[src/rtl/shift_amt_unit.sv]
// shift_amt_unit: multi-cycle barrel-free shifter that moves the operand one
// bit per clock under a small IDLE/SHIFT/DONE controller.
//
// Ports:
//   clk      - single clock, all state changes on the rising edge
//   reset    - synchronous active-high reset, wins over start
//   start    - request a shift; only sampled in IDLE or DONE
//   amt_sel  - amount source: 00 shamt, 01 mdr_amt, 10 b_amt, 11 DATA_W/2
//   op       - 00 SLL, 01 SRL, 10 SRA, 11 ROR (SRL when rotate is disabled)
//   shamt    - instruction shift field
//   mdr_amt  - memory-data-register low bits
//   b_amt    - register B low bits
//   data_in  - operand latched on an accepted start
//   data_out - working/result register, holds the result after DONE
//   busy     - high while in SHIFT
//   done     - high for one cycle when the result is final
//
// Configuration macro: SHIFT_ROTATE_EN enables op=11 as rotate-right; when
// undefined op=11 behaves as SRL and no rotate path is built.
module shift_amt_unit #(
  parameter int unsigned AMT_W  = 5,
  parameter int unsigned DATA_W = 32
) (
  input  logic              clk,
  input  logic              reset,
  input  logic              start,
  input  logic [1:0]        amt_sel,
  input  logic [1:0]        op,
  input  logic [AMT_W-1:0]  shamt,
  input  logic [AMT_W-1:0]  mdr_amt,
  input  logic [AMT_W-1:0]  b_amt,
  input  logic [DATA_W-1:0] data_in,
  output logic [DATA_W-1:0] data_out,
  output logic              busy,
  output logic              done
);

  localparam int unsigned HALF_W = DATA_W / 2;

  localparam logic [1:0] OP_SLL = 2'b00;
  localparam logic [1:0] OP_SRL = 2'b01;
  localparam logic [1:0] OP_SRA = 2'b10;

  typedef enum logic [1:0] {
    IDLE  = 2'b00,
    SHIFT = 2'b01,
    DONE  = 2'b10
  } state_t;

  state_t            state, state_n;
  logic [DATA_W-1:0] data_n;
  logic [AMT_W-1:0]  cnt, cnt_n;
  logic [1:0]        op_q, op_n;
  logic [AMT_W-1:0]  amt_sel_c;
  logic [DATA_W-1:0] shifted_c;
  logic              busy_n, done_n;

  // Amount source select, evaluated only when a start is accepted.
  always_comb begin
    amt_sel_c = shamt;
    case (amt_sel)
      2'b00:   amt_sel_c = shamt;
      2'b01:   amt_sel_c = mdr_amt;
      2'b10:   amt_sel_c = b_amt;
      default: amt_sel_c = AMT_W'(HALF_W);
    endcase
  end

  // One-bit step of the latched operation.
  always_comb begin
    shifted_c = {1'b0, data_out[DATA_W-1:1]};
    case (op_q)
      OP_SLL:  shifted_c = {data_out[DATA_W-2:0], 1'b0};
      OP_SRL:  shifted_c = {1'b0, data_out[DATA_W-1:1]};
      OP_SRA:  shifted_c = {data_out[DATA_W-1], data_out[DATA_W-1:1]};
`ifdef SHIFT_ROTATE_EN
      default: shifted_c = {data_out[0], data_out[DATA_W-1:1]};
`else
      default: shifted_c = {1'b0, data_out[DATA_W-1:1]};
`endif
    endcase
  end

  // Next-state and datapath update.
  always_comb begin
    state_n = state;
    data_n  = data_out;
    cnt_n   = cnt;
    op_n    = op_q;
    case (state)
      IDLE, DONE: begin
        if (start) begin
          data_n  = data_in;
          op_n    = op;
          cnt_n   = amt_sel_c;
          // A zero amount completes on the accept edge itself.
          state_n = (amt_sel_c == '0) ? DONE : SHIFT;
        end else if (state == DONE) begin
          state_n = IDLE;
        end
      end
      SHIFT: begin
        data_n = shifted_c;
        cnt_n  = cnt - AMT_W'(1);
        if (cnt == AMT_W'(1)) begin
          state_n = DONE;
        end
      end
      default: state_n = IDLE;
    endcase
    busy_n = (state_n == SHIFT);
    done_n = (state_n == DONE);
  end

  // State register; flags are registered alongside the state they decode.
  always_ff @(posedge clk) begin
    if (reset) begin
      state    <= IDLE;
      data_out <= '0;
      cnt      <= '0;
      op_q     <= OP_SLL;
      busy     <= 1'b0;
      done     <= 1'b0;
    end else begin
      state    <= state_n;
      data_out <= data_n;
      cnt      <= cnt_n;
      op_q     <= op_n;
      busy     <= busy_n;
      done     <= done_n;
    end
  end

endmodule

[config.mk]
export PLATFORM = sky130hd
export DESIGN_NAME = shift_amt_unit
export DESIGN_NICKNAME = d
export VERILOG_FILES = /design/src/rtl/shift_amt_unit.sv
export SDC_FILE = /design/constraint.sdc
export NUM_CORES = 1
export LEC_CHECK = 0
export ABC_AREA = 1
export BUFFER_PORTS_ARGS = -buffer_cell sky130_fd_sc_hd__buf_2
export CAP_MARGIN = 20
export CORE_ASPECT_RATIO = 0.75
export CORE_MARGIN = 4
export CORE_UTILIZATION = 52
export CTS_CLUSTER_DIAMETER = 120
export CTS_CLUSTER_SIZE = 25
export DETAILED_ROUTE_END_ITERATION = 6
export PLACE_DENSITY = 0.81
export SYNTH_ARGS = -nofsm -noshare
export SYNTH_HDL_FRONTEND = slang
export SYNTH_SLANG_ARGS = --single-unit
export TNS_END_PERCENT = 100
[constraint.sdc]
create_clock -name clk -period 1.8 [get_ports clk]
set_input_delay 0 -clock clk [delete_from_list [all_inputs] [get_ports clk]]
set_output_delay 0 -clock clk [all_outputs]
set_load 0.1 [all_outputs]
Word-level counts from Yosys, hierarchy flattened --
Index checks and enable logic that the tools add are counted.
Word-level totals: output and inout port bits 34, logic and storage cells 38, input port bits 54, register bits after elaboration 43
Operators by class: add/subtract/negate cells 1, muxes and demuxes 11, equal/unequal tests 10, reductions and logical operators 9
Operators by type and width (count):
- 32-bit one-hot mux with 2 select lines | 2
- 32-bit 2-to-1 mux | 1
- 5-bit one-hot mux with 3 select lines | 1
- 5-bit one-hot mux with 2 select lines | 1
- 2-bit == test (second input constant) | 4
- 2-bit 2-to-1 mux | 4
- 2-bit by 1-bit == test with 1-bit output (second input constant) | 3
- 2-bit zero test | 3
- 5-bit by 1-bit == test with 1-bit output (second input constant) | 1
- 5-bit zero test | 1
- 5-bit 2-to-1 mux | 1
- 5-bit by 1-bit subtractor with 5-bit output (second input constant) | 1
- 2-bit inequality test (second input constant) | 2
- 2-bit one-hot mux with 2 select lines | 1
- 2-bit AND reduction | 2
- 3-bit AND reduction | 1
- 2-bit nonzero test | 1
- 2-bit OR reduction | 1

Depth between registers and ports, before layout --
depth after elaboration 7, depth in mapped cells 9, mapped depth without buffers 8

Worst setup path after synthesis --
Ideal clock, no wire load.
path kind reg-to-reg, start reg data_out[29], end reg data_out[28], setup time 71 ps, data arrival time 1445 ps, period minus slack after synthesis 1516 ps, slack 284 ps, buffers on the path 0, cell stages (with the launch flop) 5, data required time 1729 ps, cells stage by stage dfxtp_1 -> inv_1 -> a21oi_1 -> o21ai_0 -> a21oi_1
On the way: word-level cells in the longest chain between the ends 2
Ends and longest elaborated chain:
- start, declared | line 33 | output logic [DATA_W-1:0] data_out,
- start signal, assigned | line 126 | data_out <= data_n;
- 32-bit one-hot mux with 2 select lines | line 72 | case (op_q)
- 32-bit one-hot mux with 2 select lines | line 90 | case (state)
No other way between the ends. A chain may end at the register's enable or synchronous reset.

Final worst setup path --
start reg op_q[0], end reg data_out[0]
On the way: word-level cells in the longest chain between the ends 3, elaborated cells between the ends (all ways) 4, classes of those cells eq/ne (1); mux (2); reduce/logical (1)
Ends and longest elaborated chain:
- start, declared | line 53 | logic [1:0] op_q, op_n;
- start signal, assigned | line 128 | op_q <= op_n;
- 2-bit == test or 2-bit zero test (tied branches) | line 72
- 32-bit one-hot mux with 2 select lines (*) | line 72
- 32-bit one-hot mux with 2 select lines (*) | line 90
Mark *: on every way between the ends. The rest lies on a longest branch, timed or not.

==> results by group <==
Clock tree
  • CTS tree: done
  • H-tree levels: 2
  • Clock transition at path regs: 0.08 ns
  • # clock sinks: 43
  • CTS max path bufs: 2
  • CTS buffer count: 5
  • Later-pin clock latency in the skew report: 0.28 ns
  • Root buffer cell: clkbuf_8

Placed design
  • Cell total after placement: 465
  • Placer congestion estimate: 0.8837
  • Post-placement worst setup slack: 0.2972 ns
  • Hpwl dp: 4381 um
  • Port bufs: 87

Critical path
  • Slowest CP cell: inv_1
  • CP arrival: 1.75 ns
  • FF-to-FF Start: op_q[0]$_SDFFE_PP0P_
  • R2R setup slack: 0.27 ns
  • CP Capture Type: flip-flop
  • Worst EP required: 2.01 ns
  • Worst Setup SP: op_q[0]$_SDFFE_PP0P_
  • Worst Setup Path Type: reg2reg
  • FF-to-FF path depth: 4
  • CP cell instances: nor2_2 > inv_1 > o21ai_0 > nor3_1
  • Crit-path max FO: 33
  • RR Endpoint: data_out[0]$_SDFFE_PP0P_
  • Delay of the slowest cell on the worst path: 0.64 ns
  • CP Launch Type: flip-flop

STA
  • Fin crit share: 0.8523
  • Post-route clock skew: 0.002928 ns
  • Final hold vios: 0
  • Setup tns final: 0 ns
  • WHS: 0.01619 ns
  • RSZ-0062 raised after global routing: no
  • Fmax: 0.6518 GHz
  • Fin. max-slew vios: 0
  • Worst-Margin Slew: 0.8850 ns
  • Post-route setup slack: 0.2658 ns
  • Min cycle time layout: 1.534 ns
  • Final setup fails: 0
  • Slew margin rel.: 0.4093

Power and ir drop
  • Psw: 1.568 mW
  • Total Power Consumption: 3.296 mW
  • Clock share of power: 0.201
  • Leak Pwr: 1.308 nW
  • Net Sw Frac: 0.4759
  • Internal power: 1.727 mW
  • Combinational group share of total power: 0.441
  • PD cells: 1159 mW/mm^2
  • Max VDD drop: 705.7 uV
  • Reg power frac: 0.358

Floorplan
  • Die H: 65.37 um
  • I/O pin count: 88
  • Die width: 84.50 um
  • Rows: 20
  • Initial Util: 0.5527
  • Core region area: 0.004129 mm^2
  • Area of the die: 0.005523 mm^2

Logic synthesis
  • Cell Area, Synth: 0.002282 mm^2
  • Seq/Total Area, Yosys: 0.3772
  • Mapped Nets: 398
  • Yosys cell types: 25
  • Synth Area per Inst: 6.673 um^2
  • Yosys Warn Count: 0
  • #FFs+latches synth: 43
  • Cells after Synth: 342

Global route
  • Global-route wire length before repair: 10,360 um
  • Initial antenna violation count: 0
  • Gr ovfl total: 0
  • Tot GR Track Use: 0.2239
  • Largest net degree at the start of global routing: 68
  • Number of global-route vias before repair: 2,309

Min path
  • HP Start: reset
  • WHS Endpoint: done$_SDFF_PP0_
  • Hold Crit Class: in2reg
  • WHS Path Cells: 2

Cells and area
  • Layout area overhead: 24.62%
  • Most frequent cells in the layout: o21ai_0 (90), buf_2 (87), nor2_1 (55)
  • Layout cells sized above 1: 0.2589
  • Commonest non-fill, non-tap cell in the layout: o21ai_0
  • Layout Nets: 476
  • Diode count: 0
  • Non-filler instance count after layout: 476

Route
  • WL final: 6312 um
  • Final ANT Viol Nets: 0
  • Average wire per standard cell: 13.26 um
  • First-pass DRT Iterations: 4
  • DRT iter0 DRCs: 172
  • Routed vias/inst: 5.494
  • Residual DRC: 0
  • Via count: 2,615

Outcome
  • Status: completed

Flow run
  • Maxcap violations: 0
[state kept, by name (all words and copies together), names as in the netlist]
register and flops:
state 2, op_q 2, data_out 32, done 1, cnt 5, busy 1
[per-stage QoR]
step | area, um^2 | util
global route | 2844 | 0.6888
detailed placement | 2714 | 0.6573
finish | 2844 | 0.6888
global placement | 2714 | 0.6573
floorplan | 2282 | -
CTS | 2844 | 0.6888
[worst max path at each step]
stage | end | slack [ns] | depth (start not counted)
floorplan | data_out[28]$_SDFFE_PP0P_ | 0.28 | 4
global placement | data_out[0]$_SDFFE_PP0P_ | 0.36 | 4
detailed placement | data_out[0]$_SDFFE_PP0P_ | 0.30 | 4
CTS | data_out[0]$_SDFFE_PP0P_ | 0.28 | 4
global route | data_out[31]$_SDFFE_PP0P_ | 0.07 | 5
finish | data_out[0]$_SDFFE_PP0P_ | 0.27 | 4
[power by group through the flow]
| stage | clock network, mW | registers (mW) | logic (mW) |
|---|---|---|---|
| CTS | 0.670 | 1.17 | 1.45 |
| global route | 0.709 | 1.20 | 1.56 |
| finish | 0.662 | 1.18 | 1.45 |
| global placement | 0 | 1.20 | 1.43 |
| floorplan | 0 | 1.90 | 0.473 |
| detailed placement | 0 | 1.20 | 1.45 |
[layout make-up]
| class | count | area (um^2) |
|---|---|---|
| multi-input cells | 255 | 1220 |
| inverters | 19 | 71.32 |
| clock buffers | 8 | 100.1 |
| well taps | 55 | 68.82 |
| repair buffers | 96 | 523.0 |
| flip-flops and latches | 43 | 860.8 |
| fillers | 385 | 1285 |
[synth_stat cells (all sizes together)]
cell type | number | share of area
a21oi | 48 | 0.11
clkinv | 1 | 0.0016
o22ai | 1 | 0.0027
nor3b | 1 | 0.0033
ha | 2 | 0.011
nor2 | 58 | 0.10
or2 | 1 | 0.0027
o21ai | 99 | 0.22
inv | 18 | 0.030
buf | 14 | 0.039
nor3 | 2 | 0.0044
dfxtp | 43 | 0.38
nand3 | 18 | 0.039
nand2 | 21 | 0.037
a31oi | 2 | 0.0055
nand4 | 2 | 0.0055
clkbuf | 11 | 0.019
[critical path: cells and delay by family (launching register included)]
| kind | cells | cell delay, ns |
|---|---|---|
| buffers and inverters | 1 | 0.64 |
| AOI/OAI and AO/OA | 1 | 0.21 |
| and+or+nand+nor | 2 | 0.24 |
| DFF | 1 | 0.37 |
[logic make-up (layout without fill, tap and decap cells)]
logic type,after synthesis,in the layout,share of synthesized area
buf+inv,44,123,0.08936
compound gates,150,150,0.3306
flops,43,43,0.3772
fa+ha+maj,2,2,0.01096
simple gates,103,103,0.1919
[metal layers]
layer | global-route usage | part of all wire | wire length (um)
met1 | 0.3047 | 0.47 | 2997
met2 | 0.3643 | 0.43 | 2745
met3 | 0.06015 | 0.082 | 517
met4 | 0.03557 | 0.0081 | 51
met5 | 0 | 0 | 0
[timing repair]
action,in CTS,in global routing
endpoints found under the hold margin,3,0
gates resized for setup,0,0
hold buffers,3,0
buffers inserted,0,0
No activity file was read; power rests on OpenSTA's default activity.
